==> src/rtl/pc_fetch_if.sv <==
// Fetch-side bus bundle for pc_fetch: memory request/response channel,
// instruction issue to decode, and retire feedback from execute.
interface pc_fetch_if #(
  parameter int XLEN = 32
);
  logic            req_valid;
  logic            req_ready;
  logic [XLEN-1:0] req_addr;
  logic            rsp_valid;
  logic [31:0]     rsp_data;
  logic            rsp_err;
  logic            inst_valid;
  logic            inst_ready;
  logic [31:0]     inst;
  logic [XLEN-1:0] inst_pc;
  logic            wb_valid;
  logic [1:0]      pc_src;
  logic [XLEN-1:0] imm;
  logic [XLEN-1:0] rs1;

  modport master (
    output req_valid, req_addr, inst_valid, inst, inst_pc,
    input  req_ready, rsp_valid, rsp_data, rsp_err, inst_ready, wb_valid, pc_src, imm, rs1
  );

  modport slave (
    input  req_valid, req_addr, inst_valid, inst, inst_pc,
    output req_ready, rsp_valid, rsp_data, rsp_err, inst_ready, wb_valid, pc_src, imm, rs1
  );
endinterface

==> src/rtl/pc_fetch.sv <==
// Program counter and instruction-fetch sequencer: requests the word at pc,
// hands it to decode, and applies the retiring instruction's pc_src select.
module pc_fetch #(
  parameter int              XLEN     = 32,
  parameter logic [XLEN-1:0] RESET_PC = XLEN'(32'h8000_0000)
) (
  input  logic            clk,
  input  logic            rst_n,
  pc_fetch_if.master      bus,
  output logic [XLEN-1:0] pc,
  output logic            halted,
  output logic [1:0]      halt_cause
);

  typedef enum logic [2:0] {
    S_REQ   = 3'd0,
    S_WAIT  = 3'd1,
    S_ISSUE = 3'd2,
    S_EXEC  = 3'd3,
    S_HALT  = 3'd4
  } state_e;

  localparam logic [1:0] CAUSE_NONE     = 2'b00;
  localparam logic [1:0] CAUSE_BUS      = 2'b01;
  localparam logic [1:0] CAUSE_MISALIGN = 2'b10;
  localparam logic [1:0] CAUSE_ILLEGAL  = 2'b11;

  state_e          state_q, state_d;
  logic [XLEN-1:0] pc_q, pc_d;
  logic [XLEN-1:0] inst_pc_q, inst_pc_d;
  logic [31:0]     inst_q, inst_d;
  logic [1:0]      cause_q, cause_d;
  logic            req_valid_q, req_valid_d;
  logic            inst_valid_q, inst_valid_d;
  logic            halted_q, halted_d;
  logic            retire_s;
  logic            illegal_s;
  logic [XLEN-1:0] jalr_sum_s;
  logic [XLEN-1:0] target_s;

  // Candidate next PC for whichever instruction retires this cycle
  always_comb begin
    jalr_sum_s = bus.rs1 + bus.imm;
    illegal_s  = 1'b0;
    case (bus.pc_src)
      2'b00:   target_s = pc_q + XLEN'(32'd4);
      2'b01:   target_s = pc_q + bus.imm;
      2'b10:   target_s = jalr_sum_s & {{(XLEN-1){1'b1}}, 1'b0};
      default: begin
        target_s  = pc_q;
        illegal_s = 1'b1;
      end
    endcase
  end

  // Next-state and next-value logic for the fetch sequencer
  always_comb begin
    state_d   = state_q;
    pc_d      = pc_q;
    inst_d    = inst_q;
    inst_pc_d = inst_pc_q;
    cause_d   = cause_q;
    retire_s  = 1'b0;

    case (state_q)
      S_REQ: begin
        // req_valid_q is low only in the first cycle out of reset
        if (req_valid_q && bus.req_ready) state_d = S_WAIT;
        else                              state_d = S_REQ;
      end
      S_WAIT: begin
        if (bus.rsp_valid && bus.rsp_err) begin
          cause_d = CAUSE_BUS;
          state_d = S_HALT;
        end else if (bus.rsp_valid) begin
          inst_d    = bus.rsp_data;
          inst_pc_d = pc_q;
          state_d   = S_ISSUE;
        end else begin
          state_d = S_WAIT;
        end
      end
      S_ISSUE: begin
        if (inst_valid_q && bus.inst_ready && bus.wb_valid) retire_s = 1'b1;
        else if (inst_valid_q && bus.inst_ready)            state_d  = S_EXEC;
        else                                                 state_d  = S_ISSUE;
      end
      S_EXEC: begin
        if (bus.wb_valid) retire_s = 1'b1;
        else              state_d  = S_EXEC;
      end
      S_HALT:  state_d = S_HALT;
      default: state_d = S_HALT;
    endcase

    if (retire_s) begin
      if (illegal_s) begin
        cause_d = CAUSE_ILLEGAL;
        state_d = S_HALT;
      end else if (target_s[1:0] != 2'b00) begin
        cause_d = CAUSE_MISALIGN;
        state_d = S_HALT;
      end else begin
        pc_d    = target_s;
        state_d = S_REQ;
      end
    end else begin
      pc_d = pc_q;
    end

    req_valid_d  = (state_d == S_REQ);
    inst_valid_d = (state_d == S_ISSUE);
    halted_d     = (state_d == S_HALT);
  end

  // State and output registers; reset abandons any transaction in flight
  always_ff @(posedge clk or negedge rst_n) begin
    if (!rst_n) begin
      state_q      <= S_REQ;
      pc_q         <= RESET_PC;
      inst_pc_q    <= RESET_PC;
      inst_q       <= 32'd0;
      cause_q      <= CAUSE_NONE;
      req_valid_q  <= 1'b0;
      inst_valid_q <= 1'b0;
      halted_q     <= 1'b0;
    end else begin
      state_q      <= state_d;
      pc_q         <= pc_d;
      inst_pc_q    <= inst_pc_d;
      inst_q       <= inst_d;
      cause_q      <= cause_d;
      req_valid_q  <= req_valid_d;
      inst_valid_q <= inst_valid_d;
      halted_q     <= halted_d;
    end
  end

  assign bus.req_valid  = req_valid_q;
  assign bus.req_addr   = pc_q;
  assign bus.inst_valid = inst_valid_q;
  assign bus.inst       = inst_q;
  assign bus.inst_pc    = inst_pc_q;
  assign pc             = pc_q;
  assign halted         = halted_q;
  assign halt_cause     = cause_q;

endmodule

==> src/flat_wrapper.sv <==
// flat-port wrapper written by rule: the top's interface ports become plain ports
module pc_fetch_flat 
#(
  parameter int              XLEN     = 32,
  parameter logic [XLEN-1:0] RESET_PC = XLEN'(32'h8000_0000)
)
  (clk, rst_n, pc, halted, halt_cause, bus_req_valid, bus_req_addr, bus_inst_valid, bus_inst, bus_inst_pc, bus_req_ready, bus_rsp_valid, bus_rsp_data, bus_rsp_err, bus_inst_ready, bus_wb_valid, bus_pc_src, bus_imm, bus_rs1);
  pc_fetch_if #(.XLEN(XLEN)) bus_i ();
  input  logic clk;
  input  logic rst_n;
  output logic [XLEN-1:0] pc;
  output logic halted;
  output logic [1:0] halt_cause;
  output wire logic [$bits(bus_i.req_valid)-1:0] bus_req_valid;
  output wire logic [$bits(bus_i.req_addr)-1:0] bus_req_addr;
  output wire logic [$bits(bus_i.inst_valid)-1:0] bus_inst_valid;
  output wire logic [$bits(bus_i.inst)-1:0] bus_inst;
  output wire logic [$bits(bus_i.inst_pc)-1:0] bus_inst_pc;
  input wire logic [$bits(bus_i.req_ready)-1:0] bus_req_ready;
  input wire logic [$bits(bus_i.rsp_valid)-1:0] bus_rsp_valid;
  input wire logic [$bits(bus_i.rsp_data)-1:0] bus_rsp_data;
  input wire logic [$bits(bus_i.rsp_err)-1:0] bus_rsp_err;
  input wire logic [$bits(bus_i.inst_ready)-1:0] bus_inst_ready;
  input wire logic [$bits(bus_i.wb_valid)-1:0] bus_wb_valid;
  input wire logic [$bits(bus_i.pc_src)-1:0] bus_pc_src;
  input wire logic [$bits(bus_i.imm)-1:0] bus_imm;
  input wire logic [$bits(bus_i.rs1)-1:0] bus_rs1;
  assign bus_req_valid = bus_i.req_valid;
  assign bus_req_addr = bus_i.req_addr;
  assign bus_inst_valid = bus_i.inst_valid;
  assign bus_inst = bus_i.inst;
  assign bus_inst_pc = bus_i.inst_pc;
  assign bus_i.req_ready = bus_req_ready;
  assign bus_i.rsp_valid = bus_rsp_valid;
  assign bus_i.rsp_data = bus_rsp_data;
  assign bus_i.rsp_err = bus_rsp_err;
  assign bus_i.inst_ready = bus_inst_ready;
  assign bus_i.wb_valid = bus_wb_valid;
  assign bus_i.pc_src = bus_pc_src;
  assign bus_i.imm = bus_imm;
  assign bus_i.rs1 = bus_rs1;
  pc_fetch #(.XLEN(XLEN), .RESET_PC(RESET_PC)) u_core (.clk(clk), .rst_n(rst_n), .bus(bus_i), .pc(pc), .halted(halted), .halt_cause(halt_cause));
endmodule
==> config.mk <==
export PLATFORM = sky130hd
export DESIGN_NAME = pc_fetch_flat
export DESIGN_NICKNAME = d
export VERILOG_FILES = /design/src/rtl/pc_fetch_if.sv /design/src/rtl/pc_fetch.sv /design/src/flat_wrapper.sv
export SDC_FILE = /design/constraint.sdc
export NUM_CORES = 1
export LEC_CHECK = 0
export CAP_MARGIN = 0
export CORE_ASPECT_RATIO = 1.75
export CORE_MARGIN = 5
export CORE_UTILIZATION = 44
export CTS_CLUSTER_SIZE = 28
export DETAILED_ROUTE_END_ITERATION = 8
export GPL_TIMING_DRIVEN = 0
export PLACE_DENSITY = 0.75
export SYNTH_ARGS = -nofsm -noshare
export SYNTH_HDL_FRONTEND = slang
export SYNTH_SLANG_ARGS = --single-unit
==> constraint.sdc <==
create_clock -name clk -period 2.79 [get_ports clk]
set_clock_uncertainty 0.2 [all_clocks]
set_input_delay 0.837 -clock clk [delete_from_list [all_inputs] [get_ports clk]]
set_output_delay 0.837 -clock clk [all_outputs]
set_load 0.01 [all_outputs]
==> impl_metrics.toml, run 1 <==
[layout]
layout_common_cells = "187 x clkdlybuf4s50_1, 94 x dfrtp_1, 90 x buf_4"
final_util = 0.695
final_common_cell = "clkdlybuf4s50_1"
final_nets = 1369
drive_above_1_share = 0.328
syn_to_final_growth_pct = 56.6
design_area_mm2 = 0.0129
finalNonFillerCells = 1443
diodes = 0

[power]
power_density_mw_per_mm2 = 450
ir_drop_mv = 0.370
cellLeakagePower_nw = 5.40

[synthesis]
async_flop_share = 1.00
syn_nets = 1068
synth-seq-cells = 104
ys.warnings.count = 0
synth_edf_count = 0
yosysSeqAreaShare = 0.317
yosysUniqueCellTypes = 70
avgSynthCellArea_um2 = 9.13
syn_area_mm2 = 0.00821
synthFlopType = "dfrtp_1"
netlist_instances = 899

[clock_network]
numCtsBuffers = 9
clk_latency_ps = 370
cts_tree = "done"
clkTransAtPathRegs_ps = 80
htreeDepth = 3
clk_path_buf_depth = 2
cts.root.buffer_cell = "clkbuf_16"
cts_hold_buf = 0
clock_sinks = 104

[run]
drv_cap = 0

[sta]
setup_viol = 18
period_minus_slack_ps = 3200
slew_headroom = 0.469
final_max_slew_viol_count = 0
worst_slack_ps = -411
finalHoldViolCount = 0
tightest_slew_ps = 796
rsz0062_at_grt = "yes"
period_share = 1.15
max_freq_ghz = 0.312

[min_path]
worstHoldPathType = "register to register"
holdCritStartpoint = "u_core.bus.inst[23]"

[routing]
wirelength_mm = 31.3
wl_per_cell_um = 21.7
drt_iter0_drc = 432
vias_per_cell = 5.94
ant_nets = 0
drcViolationCount = 0
first_pass_iters = 5
vias = 8575

[critical_path]
crit_start = "bus_rs1[19]"
cp_slowest_cell = "clkdlybuf4s50_1"
reg2reg_from = "u_core.bus.req_addr[2]"
cp_slowest_stage_delay_ps = 450
startpoint_type = "input pin"
arrival_ps = 3230
path_cells = "clkdlybuf4s50_1 > ha_4 > nor3_1 > nor2_1 > a211oi_2 > o21ai_4 > a311oi_2 > xor2_1 > o32ai_2 > nand2_1 > o211ai_1"
end_kind = "register"
critical_path_class = "input pin to register"
cp.required_ps = 2820
crit_path_max_fanout = 4

[status]
violations = "setup timing"
status = "complete, but fails checks"

[placement]
place_area_mm2 = 0.0111
dpl.hpwl_mm = 22.7
io_buffers = 235
gp_congestion = 0.949
dp.cells = 1373

[floorplanning]
fp.dieW_um = 113
die_h_um = 191
die_area_mm2 = 0.0216
pin_count = 238
start_util = 0.444
rows = 66
core_area_mm2 = 0.0185

[global_routing]
grt_pass1_vias = 8834
overflow = 0
grtUsageTotal = 0.276
grt_pass1_wl_mm = 46.9
antenna_found_initial = 0
grt_max_degree = 56
-- layer usage --
layer | GRT usage | vias up | wire [µm]
li1 | - | 3907 | -
met1 | 0.289 | 4122 | 10500
met2 | 0.506 | 405 | 16900
met3 | 0.0346 | 141 | 1580
met4 | 0.185 | 0 | 2360
met5 | 0 | - | 0
-- sequential cells by signal (all words and copies together) (netlist names) --
| name | flops |
|---|---|
| u_core.bus.inst | 32 |
| u_core.bus.inst_pc | 32 |
| u_core.bus.inst_valid | 1 |
| u_core.bus.req_addr | 32 |
| u_core.bus.req_valid | 1 |
| u_core.halt_cause | 2 |
| u_core.halted | 1 |
| u_core.state_q | 3 |
-- metrics by stage --
| stage | hold slack (ps) | TNS [ps] | total power [mW] | worst slack [ps] |
|---|---|---|---|---|
| 2_1_floorplan | 333 | -3310 | 3.07 | -346 |
| 6_report | 307 | -4160 | 5.79 | -411 |
| 4_1_cts | 307 | -4390 | 5.69 | -382 |
| 3_5_place_dp | 286 | -77100 | 4.16 | -1430 |
| 3_3_place_gp | 285 | -431020 | 4.11 | -3470 |
| 5_1_grt | 310 | -6080 | 6.07 | -488 |
-- cell families (layout without fill, tap and decap cells) --
logic type               Yosys count  in the layout  synth area share
adder cells (fa/ha/maj)           64             64            0.0994
flip-flops                       104            104             0.317
XOR/XNOR                          65             65            0.0694
AND/OR/NAND/NOR                  220            220             0.133
buffers and inverters             87            393            0.0549
AO/OA/AOI/OAI                    290            290             0.232
multiplexers                      69             69            0.0939
-- final timing paths --
path	endpoint	slack, ps	depth (start not counted)
min in group asynchronous	u_core.bus.inst[27]	330	1
max in group asynchronous	u_core.bus.inst_pc[31]	1290	2
hold / removal	u_core.bus.inst[23]	310	1
hold reg to reg	u_core.bus.inst[23]	310	1
setup / recovery	u_core.bus.req_addr[30]	-410	11
setup reg to reg	u_core.bus.req_addr[31]	-270	11
-- power breakdown --
group	leakage, nW	internal [mW]	switching, mW
Sequential	1.36	1.80	0.182
Clock	0.154	0.655	0.693
Combinational	3.89	1.36	1.11
-- critical path, delay by kind of cell --
family                     cells  cell delay [ps]
AOI/OAI and AO/OA              5              910
and+or+nand+nor                3              500
buffers and inverters          1              450
xor gates and xnor gates       1              320
adders and majority gates      1              210
-- layout make-up --
type	count	area [µm²]
clock buffers	9	225
multi-input cells	708	6350
clock inverters	7	93.8
plain buffers	58	382
flip-flops and latches	104	2620
well taps	238	298
fillers	1435	5640
repair buffers	296	2800
inverters	23	91.3
-- synthesized netlist by cell type (9+ instances only) --
library cell,n,area share
nor2_1,62,0.028
dfrtp_1,102,0.31
inv_1,23,0.011
o21a_1,12,0.011
o21ai_0,49,0.030
ha_1,62,0.095
mux2_2,64,0.088
xnor2_1,36,0.038
nor3_1,20,0.012
nand3_1,21,0.013
a21o_1,29,0.027
xor2_1,29,0.031
clkbuf_1,27,0.012
nand2_1,51,0.023
a21oi_1,91,0.055
o22ai_1,12,0.0091
buf_4,32,0.029
a31oi_1,11,0.0084
a211oi_1,9,0.0082
nor2b_1,10,0.0076
-- timing repair --
action | CTS | global route
setup buffers | 45 | 19
resized for setup | 248 | 114
pin swaps | 93 | 88
gates cloned | 0 | 0
endpoints found under the hold margin | 0 | 0
endpoints found under the setup margin | 85 | 91
No activity file was read; power rests on OpenSTA's default activity.
==> inputs of run 2 (changes only) <==
--- a/config.mk
+++ b/config.mk
@@ -5,14 +5,15 @@
 export SDC_FILE = /design/constraint.sdc
 export NUM_CORES = 1
 export LEC_CHECK = 0
+export ABC_AREA = 1
 export CAP_MARGIN = 0
 export CORE_ASPECT_RATIO = 1.75
-export CORE_MARGIN = 5
-export CORE_UTILIZATION = 44
+export CORE_MARGIN = 2
+export CORE_UTILIZATION = 47
 export CTS_CLUSTER_SIZE = 28
 export DETAILED_ROUTE_END_ITERATION = 8
 export GPL_TIMING_DRIVEN = 0
-export PLACE_DENSITY = 0.75
+export PLACE_DENSITY = 0.76
 export SYNTH_ARGS = -nofsm -noshare
 export SYNTH_HDL_FRONTEND = slang
 export SYNTH_SLANG_ARGS = --single-unit
==> impl_metrics.toml, run 2 <==
[status]
status = "finished clean"

[synthesis]
synth_edf_count = 0
async_flop_share = 1.00
syn_area_mm2 = 0.0100
synth_area_leaders = "nand2_1 26%, dfrtp_1 25%, inv_1 9.7%"
avgSynthCellArea_um2 = 5.91
synth.most_common_cell = "nand2_1"
netlist_instances = 1694
yosysSeqAreaShare = 0.260
yosysTopAreaCellShare = 0.255
ys.warnings.count = 0
yosys.area.top_type = "nand2_1"
yosys-top-cells-count = "681 x nand2_1, 260 x inv_1, 130 x nand3_1"
synth-seq-cells = 104
yosysUniqueCellTypes = 42
syn_nets = 1863
synthFlopType = "dfrtp_1"

[layout]
final_common_cell = "nand2_1"
drive_above_1_share = 0.139
final_nets = 2126
diodes = 0
layout_common_cells = "639 x nand2_1, 257 x inv_1, 197 x clkdlybuf4s50_1"
syn_to_final_growth_pct = 42.4
final_util = 0.681

[min_path]
worstHoldPathType = "input pin to asynchronous set/reset pin"

[critical_path]
end_kind = "output pin"
startpoint_type = "register"
arrival_ps = 1720
cp.required_ps = 1750
critical_path_class = "register to output pin"
crit_path_max_fanout = 7

[sta]
hold_slack_ps = 258
period_share = 0.989
tightest_slew_ps = 706
final_max_slew_viol_count = 0
rsz0062_at_grt = "yes"
worst_slack_ps = 30.0
finalHoldViolCount = 0
max_freq_ghz = 0.362
slew_headroom = 0.529
setup_viol = 0
period_minus_slack_ps = 2760

[routing]
first_pass_iters = 8
drt_iter0_drc = 879
wl_per_cell_um = 18.2
vias_per_cell = 5.36
ant_nets = 0
vias = 11900
drcViolationCount = 0
wirelength_mm = 40.3

[clock_network]
htreeDepth = 3
clk_path_buf_depth = 2
clock_sinks = 104
cts_tree = "done"
clkTransAtPathRegs_ps = 70
clk_latency_ps = 360
cts.root.buffer_cell = "clkbuf_16"
numCtsBuffers = 9

[global_routing]
antenna_found_initial = 0
overflow = 0
grt_pass1_wl_mm = 60.4
grt_max_degree = 68
grt_pass1_vias = 11500
grtUsageTotal = 0.349

[floorplanning]
core_area_mm2 = 0.0209
rows = 70
die_h_um = 197
start_util = 0.478
die_area_mm2 = 0.0225
fp.dieW_um = 114
pin_count = 238

[power]
power.total_mw = 4.07
ir_drop_mv = 0.322
power_density_mw_per_mm2 = 286
cellLeakagePower_nw = 7.29

[placement]
io_buffers = 237
gp_congestion = 1.05
dpl.hpwl_mm = 32.7
place_ws_ps = -768

[run]
drv_cap = 0
==> run 2: what timing repair did <==
item                       CTS  global route
resized for setup          146           110
setup buffers                6             6
pin swaps                   10            31
hold buffers                 0             0
cloned                       2             0
setup endpoints to repair   35            30
==> run 2: area by class of cell <==
type,instances,area [µm²]
multi-input combinational,1259,7070
fill,1905,6670
sequential,104,2610
timing repair buffer,252,2540
inverter,273,1030
buffer,58,395
tap,252,315
clock buffer,10,229
clock inverter,6,72.6
==> run 2: per-stage QoR <==
| step | TNS (ps) | instance area, µm² | cells |
|---|---|---|---|
| after floorplan | 0 | 10000 | 1694 |
| after global placement | -351800 | 12700 | 2183 |
| after detailed placement | -30770 | 12700 | 2184 |
| after CTS | 0 | 13800 | 2208 |
| after global routing | -4.49 | 14300 | 2214 |
| final | 0 | 14300 | 2214 |
==> run 2: metal layers <==
layer | vias to the layer above | GRT usage | wire length [µm]
met5 | - | 0 | 0
met4 | 0 | 0.189 | 2560
met3 | 142 | 0.0292 | 1910
met2 | 497 | 0.687 | 22000
met1 | 5425 | 0.351 | 13800
li1 | 5809 | - | -
==> run 2: kinds of logic after synthesis <==
family	synth area share
adder cells (fa/ha/maj)	0.0815
buffers and inverters	0.139
AND/OR/NAND/NOR	0.428
flip-flops	0.260
AO/OA/AOI/OAI	0.0900
XOR/XNOR	0.00175
==> run 2: path summary, 6_finish.rpt <==
| kind | startpoint | end | slack [ps] | cells past startpoint |
|---|---|---|---|---|
| worst max-delay path | u_core.bus.req_addr[25] | pc[25] | 30 | 2 |
| worst min-delay path | rst_n | u_core.bus.req_addr[30] | 260 | 1 |
| worst max register to register | u_core.bus.req_addr[14] | u_core.bus.req_addr[31] | 120 | 10 |
| worst min register to register | u_core.bus.inst[24] | u_core.bus.inst[24] | 270 | 2 |
| max in group asynchronous | rst_n | u_core.bus.inst[14] | 1420 | 2 |
| min in group clk | u_core.bus.inst[24] | u_core.bus.inst[24] | 270 | 2 |
==> run 2: report_power, final <==
part | switching, mW | leakage [nW] | internal (mW)
clock network | 0.604 | 0.149 | 0.710
registers | 0 | 1.31 | 1.51
logic | 0.745 | 5.83 | 0.509
total | 1.35 | 7.29 | 2.73
==> run 2: worst max-delay path, stage by stage (launching register included) <==
cell and delay, ps:
dfrtp_1 660, buf_4 190, clkdlybuf4s50_1 520
